[src/rtl/led_pulse_stretcher_if.sv]
// Signal bundle between core status strobes and the LED pulse stretcher.
// All signals are plain levels sampled on clk; there is no valid/ready handshake.
interface led_pulse_stretcher_if #(
   parameter int C_CHANNELS = 4
);
   logic [C_CHANNELS-1:0]   i_event;
   logic                    i_clr_overflow;
   logic [C_CHANNELS-1:0]   o_led;
   logic [C_CHANNELS-1:0]   o_busy;
   logic [C_CHANNELS-1:0]   o_overflow;
   logic [2*C_CHANNELS-1:0] o_dbg_state;

   modport master (
      output i_event,
      output i_clr_overflow,
      input  o_led,
      input  o_busy,
      input  o_overflow,
      input  o_dbg_state
   );

   modport slave (
      input  i_event,
      input  i_clr_overflow,
      output o_led,
      output o_busy,
      output o_overflow,
      output o_dbg_state
   );
endinterface

[src/rtl/led_pulse_stretcher.sv]
// Stretches short event strobes into visible LED blinks with a guaranteed on-time and off-gap.
// Each channel runs IDLE -> ON -> GAP with a one-deep pending slot; o_dbg_state exposes 2 bits per channel.
module led_pulse_stretcher #(
   parameter int C_CHANNELS  = 4,
   parameter int C_ON_TICKS  = 2500000,
   parameter int C_OFF_TICKS = 1250000,
   parameter int C_CNT_WIDTH = 22,
   parameter bit C_EDGE      = 1'b1
) (
   input logic clk,
   input logic i_rst,
   led_pulse_stretcher_if.slave bus
);

   typedef enum logic [1:0] {
      ST_IDLE = 2'd0,
      ST_ON   = 2'd1,
      ST_GAP  = 2'd2
   } state_t;

   localparam logic [C_CNT_WIDTH-1:0] ON_LAST  = C_CNT_WIDTH'(C_ON_TICKS - 1);
   localparam logic [C_CNT_WIDTH-1:0] OFF_LAST = C_CNT_WIDTH'(C_OFF_TICKS - 1);
   localparam logic [C_CNT_WIDTH-1:0] CNT_ONE  = C_CNT_WIDTH'(1);
   localparam logic [C_CNT_WIDTH-1:0] CNT_ZERO = '0;

   state_t                 state_q [C_CHANNELS];
   state_t                 state_d [C_CHANNELS];
   logic [C_CNT_WIDTH-1:0] cnt_q   [C_CHANNELS];
   logic [C_CNT_WIDTH-1:0] cnt_d   [C_CHANNELS];
   logic [C_CHANNELS-1:0]  pend_q, pend_d;
   logic [C_CHANNELS-1:0]  prev_q;
   logic [C_CHANNELS-1:0]  ev;
   logic [C_CHANNELS-1:0]  led_q, led_d;
   logic [C_CHANNELS-1:0]  busy_q, busy_d;
   logic [C_CHANNELS-1:0]  ovf_q, ovf_d;

   always_ff @(posedge clk) begin
      if (i_rst) begin
         for (int k = 0; k < C_CHANNELS; k++) begin
            state_q[k] <= ST_IDLE;
            cnt_q[k]   <= CNT_ZERO;
         end
         pend_q <= '0;
         prev_q <= '0;
         led_q  <= '0;
         busy_q <= '0;
         ovf_q  <= '0;
      end else begin
         for (int k = 0; k < C_CHANNELS; k++) begin
            state_q[k] <= state_d[k];
            cnt_q[k]   <= cnt_d[k];
         end
         pend_q <= pend_d;
         prev_q <= bus.i_event;
         led_q  <= led_d;
         busy_q <= busy_d;
         ovf_q  <= ovf_d;
      end
   end

   always_comb begin
      ev      = C_EDGE ? (bus.i_event & ~prev_q) : bus.i_event;
      state_d = state_q;
      cnt_d   = cnt_q;
      pend_d  = pend_q;
      // Clear first so a new overflow in the same cycle wins.
      ovf_d   = bus.i_clr_overflow ? '0 : ovf_q;
      led_d   = '0;
      busy_d  = '0;
      for (int k = 0; k < C_CHANNELS; k++) begin
         case (state_q[k])
            ST_ON: begin
               if (ev[k]) begin
                  if (pend_q[k]) ovf_d[k] = 1'b1;
                  else           pend_d[k] = 1'b1;
               end
               if (cnt_q[k] == ON_LAST) begin
                  state_d[k] = ST_GAP;
                  cnt_d[k]   = CNT_ZERO;
               end else begin
                  cnt_d[k] = cnt_q[k] + CNT_ONE;
               end
            end
            ST_GAP: begin
               if (cnt_q[k] == OFF_LAST) begin
                  // Last gap cycle: a queued or fresh event restarts with no idle cycle.
                  if (pend_q[k] || ev[k]) begin
                     state_d[k] = ST_ON;
                     cnt_d[k]   = CNT_ZERO;
                     pend_d[k]  = 1'b0;
                     if (pend_q[k] && ev[k]) ovf_d[k] = 1'b1;
                  end else begin
                     state_d[k] = ST_IDLE;
                     cnt_d[k]   = CNT_ZERO;
                  end
               end else begin
                  cnt_d[k] = cnt_q[k] + CNT_ONE;
                  if (ev[k]) begin
                     if (pend_q[k]) ovf_d[k] = 1'b1;
                     else           pend_d[k] = 1'b1;
                  end
               end
            end
            default: begin
               if (ev[k]) begin
                  state_d[k] = ST_ON;
                  cnt_d[k]   = CNT_ZERO;
               end
            end
         endcase
         led_d[k]  = (state_d[k] == ST_ON);
         busy_d[k] = (state_d[k] != ST_IDLE);
      end
   end

   always_comb begin
      bus.o_dbg_state = '0;
      for (int k = 0; k < C_CHANNELS; k++) begin
         bus.o_dbg_state[2*k +: 2] = state_q[k];
      end
   end

   assign bus.o_led      = led_q;
   assign bus.o_busy     = busy_q;
   assign bus.o_overflow = ovf_q;

endmodule

[src/flat_wrapper.sv]
// flat-port wrapper written by rule: the top's interface ports become plain ports
module led_pulse_stretcher_flat 
#(
   parameter int C_CHANNELS  = 4,
   parameter int C_ON_TICKS  = 2500000,
   parameter int C_OFF_TICKS = 1250000,
   parameter int C_CNT_WIDTH = 22,
   parameter bit C_EDGE      = 1'b1
)
  (clk, i_rst, bus_i_event, bus_i_clr_overflow, bus_o_led, bus_o_busy, bus_o_overflow, bus_o_dbg_state);
  led_pulse_stretcher_if #(.C_CHANNELS(C_CHANNELS)) bus_i ();
  input logic clk;
  input logic i_rst;
  input wire logic [$bits(bus_i.i_event)-1:0] bus_i_event;
  input wire logic [$bits(bus_i.i_clr_overflow)-1:0] bus_i_clr_overflow;
  output wire logic [$bits(bus_i.o_led)-1:0] bus_o_led;
  output wire logic [$bits(bus_i.o_busy)-1:0] bus_o_busy;
  output wire logic [$bits(bus_i.o_overflow)-1:0] bus_o_overflow;
  output wire logic [$bits(bus_i.o_dbg_state)-1:0] bus_o_dbg_state;
  assign bus_i.i_event = bus_i_event;
  assign bus_i.i_clr_overflow = bus_i_clr_overflow;
  assign bus_o_led = bus_i.o_led;
  assign bus_o_busy = bus_i.o_busy;
  assign bus_o_overflow = bus_i.o_overflow;
  assign bus_o_dbg_state = bus_i.o_dbg_state;
  led_pulse_stretcher #(.C_CHANNELS(C_CHANNELS), .C_ON_TICKS(C_ON_TICKS), .C_OFF_TICKS(C_OFF_TICKS), .C_CNT_WIDTH(C_CNT_WIDTH), .C_EDGE(C_EDGE)) u_core (.clk(clk), .i_rst(i_rst), .bus(bus_i));
endmodule
[config.mk]
export PLATFORM = sky130hd
export DESIGN_NAME = led_pulse_stretcher_flat
export DESIGN_NICKNAME = d
export VERILOG_FILES = /design/src/rtl/led_pulse_stretcher_if.sv /design/src/rtl/led_pulse_stretcher.sv /design/src/flat_wrapper.sv
export SDC_FILE = /design/constraint.sdc
export NUM_CORES = 1
export LEC_CHECK = 0
export ABC_AREA = 1
export BUFFER_PORTS_ARGS = -buffer_cell sky130_fd_sc_hd__buf_2
export CAP_MARGIN = 20
export CORE_MARGIN = 8
export CORE_UTILIZATION = 38
export DETAILED_ROUTE_END_ITERATION = 10
export GPL_ROUTABILITY_DRIVEN = 0
export PLACE_DENSITY = 0.54
export SETUP_SLACK_MARGIN = 0.2
export SLEW_MARGIN = 20
export SYNTH_ARGS = -nofsm -noshare
export SYNTH_HDL_FRONTEND = slang
export SYNTH_SLANG_ARGS = --single-unit
[constraint.sdc]
create_clock -name clk -period 1.9 [get_ports clk]
set_input_delay 0.095 -clock clk [delete_from_list [all_inputs] [get_ports clk]]
set_output_delay 0.095 -clock clk [all_outputs]
set_load 0.03 [all_outputs]
Yosys cells after proc, flatten, opt, wreduce, memory -nomap -nowiden:

Cells that the tools add are included.

* add/sub/neg operators: 4
* reduce and logical (&&, ||, !) cells: 24
* eq/ne operators: 24
* bitwise logic cells: 2
* muxes and demuxes: 77

Operators with widths (count)
* 22-bit two-way mux: 12
* 22-bit case mux with 2 select lines: 4
* 22-bit by 1-bit adder with 22-bit output (second input constant): 4
* 22-bit by 21-bit equality test with 1-bit output (second input constant): 4
* 22-bit equality test (second input constant): 4
* 1-bit two-way mux: 36
* 2-bit two-way mux: 12
* 2-bit by 1-bit equality test with 1-bit output (second input constant): 8
* 1-bit case mux with 2 select lines: 8
* 2-bit case mux with 2 select lines: 4
* 2-bit nonzero test: 8
* 3-bit inequality test (second input constant): 4
* 3-bit nonzero test: 4
* 2-bit equality test (second input constant): 4
* 2-bit AND reduction: 4
* 4-bit AND: 1
* 1-bit logical AND: 4
* 1-bit logical OR: 4
* 4-bit two-way mux: 1
* 4-bit inverter: 1

* flip-flop bits (word level): 116
* logic and storage cells: 147

Longest topological paths before layout:

* word-level depth: 7
* gate-level depth with buffers: 12
* mapped depth without buffers: 12

Least setup slack after synthesis:

No wires, ideal clock.

* path type: flip-flop to flip-flop
* from: register u_core.state_q (netlist bit u_core.bus.o_dbg_state[6])
* to: register u_core.busy_q[3] (netlist: u_core.bus.o_busy[3])
* stages on the path, launching flop included: 10
* period minus slack after synthesis: 1843 ps
* buffers on the path: 0
* arrival time: 1728 ps
* setup slack: 57 ps
* path through: dfxtp_1 inv_1 ha_1 clkinv_1 nor2_1 inv_1 o21ai_0 inv_1 nand2_1 nand2_1

* word-level cells in the longest chain between the ends: 3

RTL lines
* start: declaration: line led_pulse_stretcher.sv:26 `state_t state_q [C_CHANNELS];`
* start signal: indexed assignment: line led_pulse_stretcher.sv:50 `state_q[k] <= state_d[k];`
* 2-bit equality test, or another cell as far along: line led_pulse_stretcher.sv:71 `case (state_q[k])`
* 2-bit case mux with 2 select lines (*): line led_pulse_stretcher.sv:71
* 2-bit nonzero test (*): line led_pulse_stretcher.sv:112 `busy_d[k] = (state_d[k] != ST_IDLE);`
* end signal: assignment: line led_pulse_stretcher.sv:56 `busy_q <= busy_d;`
* end: declaration: line led_pulse_stretcher.sv:34 `logic [C_CHANNELS-1:0] busy_q, busy_d;`

Mark *: on every way between the ends. The rest lies on a longest branch, timed or not.
A chain may end at the register's enable or synchronous reset.

Worst setup path after layout:

Ends and elaborated chain as after synthesis.

==> impl_metrics.json <==
{
  "outcome": "complete, no violations",
  "cp-end-kind": "flip-flop",
  "hold_depth": 3,
  "synth_top_family_by_area": "simple AND/OR/NAND/NOR gates",
  "hold_viol": 0,
  "p_leak_uw": 0.00341,
  "synth-simple-area-share": 0.433,
  "postLayoutCoreUtil": 0.470,
  "ant_nets": 0,
  "syn_area_um2": 7490,
  "clockRootBuffer": "clkbuf_16",
  "dieArea_um2": 24500,
  "setup.reg_to_reg.worst_slack_ns": 0.30,
  "synth-edff-count": 0,
  "synth_compound_area_frac": 0.0990,
  "routed_wl_mm": 21.5,
  "power_frac_seq": 0.368,
  "reg2reg_depth": 8,
  "powerDensity_nw_per_um2": 752,
  "final_common_cell": "nand2_1",
  "drtIter0Drc": 470,
  "grtUsageTotal": 0.174,
  "yosysWarnings": 0,
  "portBuffers": 26,
  "p_sw_uw": 1770,
  "antenna_cells": 0,
  "r2r-start": "u_core.bus.o_dbg_state[6]$_SDFF_PP0_",
  "period_needed_ns": 1.60,
  "synth_top_cell_by_area": "dfxtp_1",
  "syn_inst": 1228,
  "cpMostUsedCell": "nand2_1",
  "path_cells": "inv_1 -> ha_1 -> inv_2 -> buf_4 -> nand2_1 -> o21ai_1 -> nand3_1 -> nand2_1",
  "timing.final.max_slew_violations": 0,
  "ir_drop_uv": 494,
  "synth.distinct_cells": 37,
  "rsz0062_at_grt": "yes",
  "dp_cells": 1513,
  "n_fill_cell": 2069,
  "nNetsFinal": 1298,
  "drive_gt1_frac": 0.171,
  "worstSkewPairLatency_ns": 0.42,
  "grt_max_degree": 78,
  "cp_max_fo": 12,
  "async_reset_ff_frac": 0,
  "coreArea_um2": 19400,
  "grt_pass1_vias": 7043,
  "grt_pass1_wl_mm": 35.1,
  "setup_slack_ns": 0.303,
  "tightestPinTransition_ns": 0.405,
  "p_int_uw": 5090,
  "avgSynthCellArea_um2": 6.10,
  "timing.rr.end": "u_core.bus.o_busy[3]$_SDFF_PP0_",
  "drt-wirelength-per-cell_um": 13.8,
  "boundaryPins": 27,
  "antenna_found_initial": 0,
  "clockBufferDepth": 2,
  "route.detailed.drc": 0,
  "die_h_um": 156,
  "rows": 51,
  "muxShareOfSynthArea": 0,
  "fin_crit_sh": 0.841,
  "relSlewSlack": 0.730,
  "drt_first_pass_iters": 5,
  "synth_nets": 1247,
  "dr_total_vias": 7808,
  "synth-seq-cells": 116,
  "ys_seq_area_frac": 0.310,
  "cts_tree": "yes",
  "p_comb_frac": 0.116,
  "most-common-layout-cells": "330 x nand2_1, 149 x nor2_1, 135 x nand3_1",
  "swShare": 0.257,
  "syn2layout_area_growth_pct": 21.7,
  "hold_start": "i_rst",
  "hp-class": "in2reg",
  "path_clk_slew_ns": 0.06,
  "synthFlopType": "dfxtp_1",
  "crit_slowest_cell": "dfxtp_2",
  "critPathRequiredTime_ns": 2.25,
  "setup_tns_ns": 0,
  "start_util": 0.386,
  "synth-xor-area-share": 0.0351,
  "setup_viol": 0,
  "synth_fa_ha_area_frac": 0.0200,
  "cap_violations": 0,
  "setup.worst_path.start": "u_core.bus.o_dbg_state[6]$_SDFF_PP0_",
  "h-tree-depth": 4,
  "cts_made_buffers": 17,
  "timing.fmax_mhz": 626,
  "cpPeakStageDelay_ns": 0.36,
  "instances_no_fill": 1557,
  "fin_worst_skew_ns": 0.00650,
  "holdPathEnd": "u_core.prev_q[2]$_SDFF_PP0_",
  "grt-ovfl-total": 0,
  "yosys.area.top_type_share": 0.310,
  "crit_arrival_ns": 1.95,
  "clock-sinks": 116,
  "via_per_inst": 5.01,
  "power.total_uw": 6860,
  "place_ws_ns": 0.0786,
  "hpwl_mm": 14.8,
  "yosys-top-cells-area": "dfxtp_1 31%, nand2_1 17%, nand3_1 9.4%",
  "fp.dieW_um": 156,
  "critPathKind": "reg2reg",
  "critPathLaunchType": "flip-flop",
  "power.clock.fraction": 0.516
}
==> kinds of logic after synthesis <==
kind of cell,after synthesis
AOI/OAI and AO/OA,139
and+or+nand+nor,744
adders and majority gates,12
DFF,116
buffers and inverters,187
xor gates and xnor gates,30
==> timing repair <==
| item | 4_1_cts | 5_1_grt |
|---|---|---|
| gates resized for setup | 6 | 96 |
| buffers inserted | 0 | 4 |
| endpoints found under the hold margin | 4 | 0 |
| endpoints found under the setup margin | 67 | 101 |
| cloned | 0 | 4 |
| hold buffers | 4 | 0 |
| pin swaps | 0 | 19 |
==> layout make-up <==
class                   count  area (um^2)  area share
clock buffers              23          498      0.0546
clock inverters             9          148      0.0162
inverters                 143          537      0.0589
multi-input cells         928         4690       0.514
flip-flops and latches    116         2360       0.259
well taps                 265          332      0.0364
repair buffers             73          552      0.0605
==> synthesized netlist by cell type (6+ instances only) <==
cell type and instances:
nand4_1 35, ha_1 12, inv_2 7, nand2_2 8, nor2_4 6, nand3b_1 9
a21oi_1 91, buf_6 7, clkbuf_1 21, nor2_2 10, nor2_1 169, nand3_1 140
buf_2 11, dfxtp_1 116, nand2_1 341, xor2_1 28, o21ai_0 33, inv_1 134
nor3_1 15
==> sequential cells by signal, indices dropped and copies added (netlist names) <==
register and cells:
u_core.bus.o_busy 4, u_core.bus.o_dbg_state 8, u_core.bus.o_led 4, u_core.bus.o_overflow 4, u_core.cnt_q 88, u_core.pend_q 4
u_core.prev_q 4
==> worst max path at each step <==
stage / end / slack (ns) / cells after the start
finish: u_core.bus.o_busy[3]$_SDFF_PP0_ / 0.30 / 8
global route: u_core.bus.o_busy[0]$_SDFF_PP0_ / 0.16 / 13
CTS: u_core.cnt_q[20]$_SDFFE_PP0P_ / 0.20 / 10
detailed placement: u_core.cnt_q[50]$_SDFFE_PP0P_ / 0.08 / 10
global placement: u_core.cnt_q[57]$_SDFFE_PP0P_ / 0.11 / 10
floorplan: u_core.bus.o_busy[3]$_SDFF_PP0_ / 0.19 / 9
==> layer usage <==
metal  global-route usage  up-vias  share of wire
li1                     -     4053              -
met1                0.234     3549           0.49
met2                0.281      180           0.45
met3               0.0359       26          0.047
met4               0.0384        0          0.014
met5                    0        -              0
==> per-stage QoR <==
step | instance area, um^2 | hold WS, ns
after floorplan | 7500 | 0.220
after global placement | 8040 | 0.318
after detailed placement | 8040 | 0.322
after CTS | 8750 | 0.188
after global routing | 9120 | 0.215
final | 9120 | 0.191
==> worst max-delay path, delay by kind of cell (launching register included) <==
family	cells	cell delay (ns)
DFF	1	0.36
buffers and inverters	3	0.35
adders and majority gates	1	0.34
and+or+nand+nor	3	0.30
AOI/OAI and AO/OA	1	0.19
==> power groups by stage <==
stage | clock network (uW) | registers, uW | logic [uW]
detailed placement | 0 | 2570 | 698
CTS | 3610 | 2520 | 712
global placement | 0 | 2570 | 699
floorplan | 0 | 2640 | 423
global route | 3730 | 2530 | 879
finish | 3540 | 2520 | 798
Power figures use the tool's default switching activity.
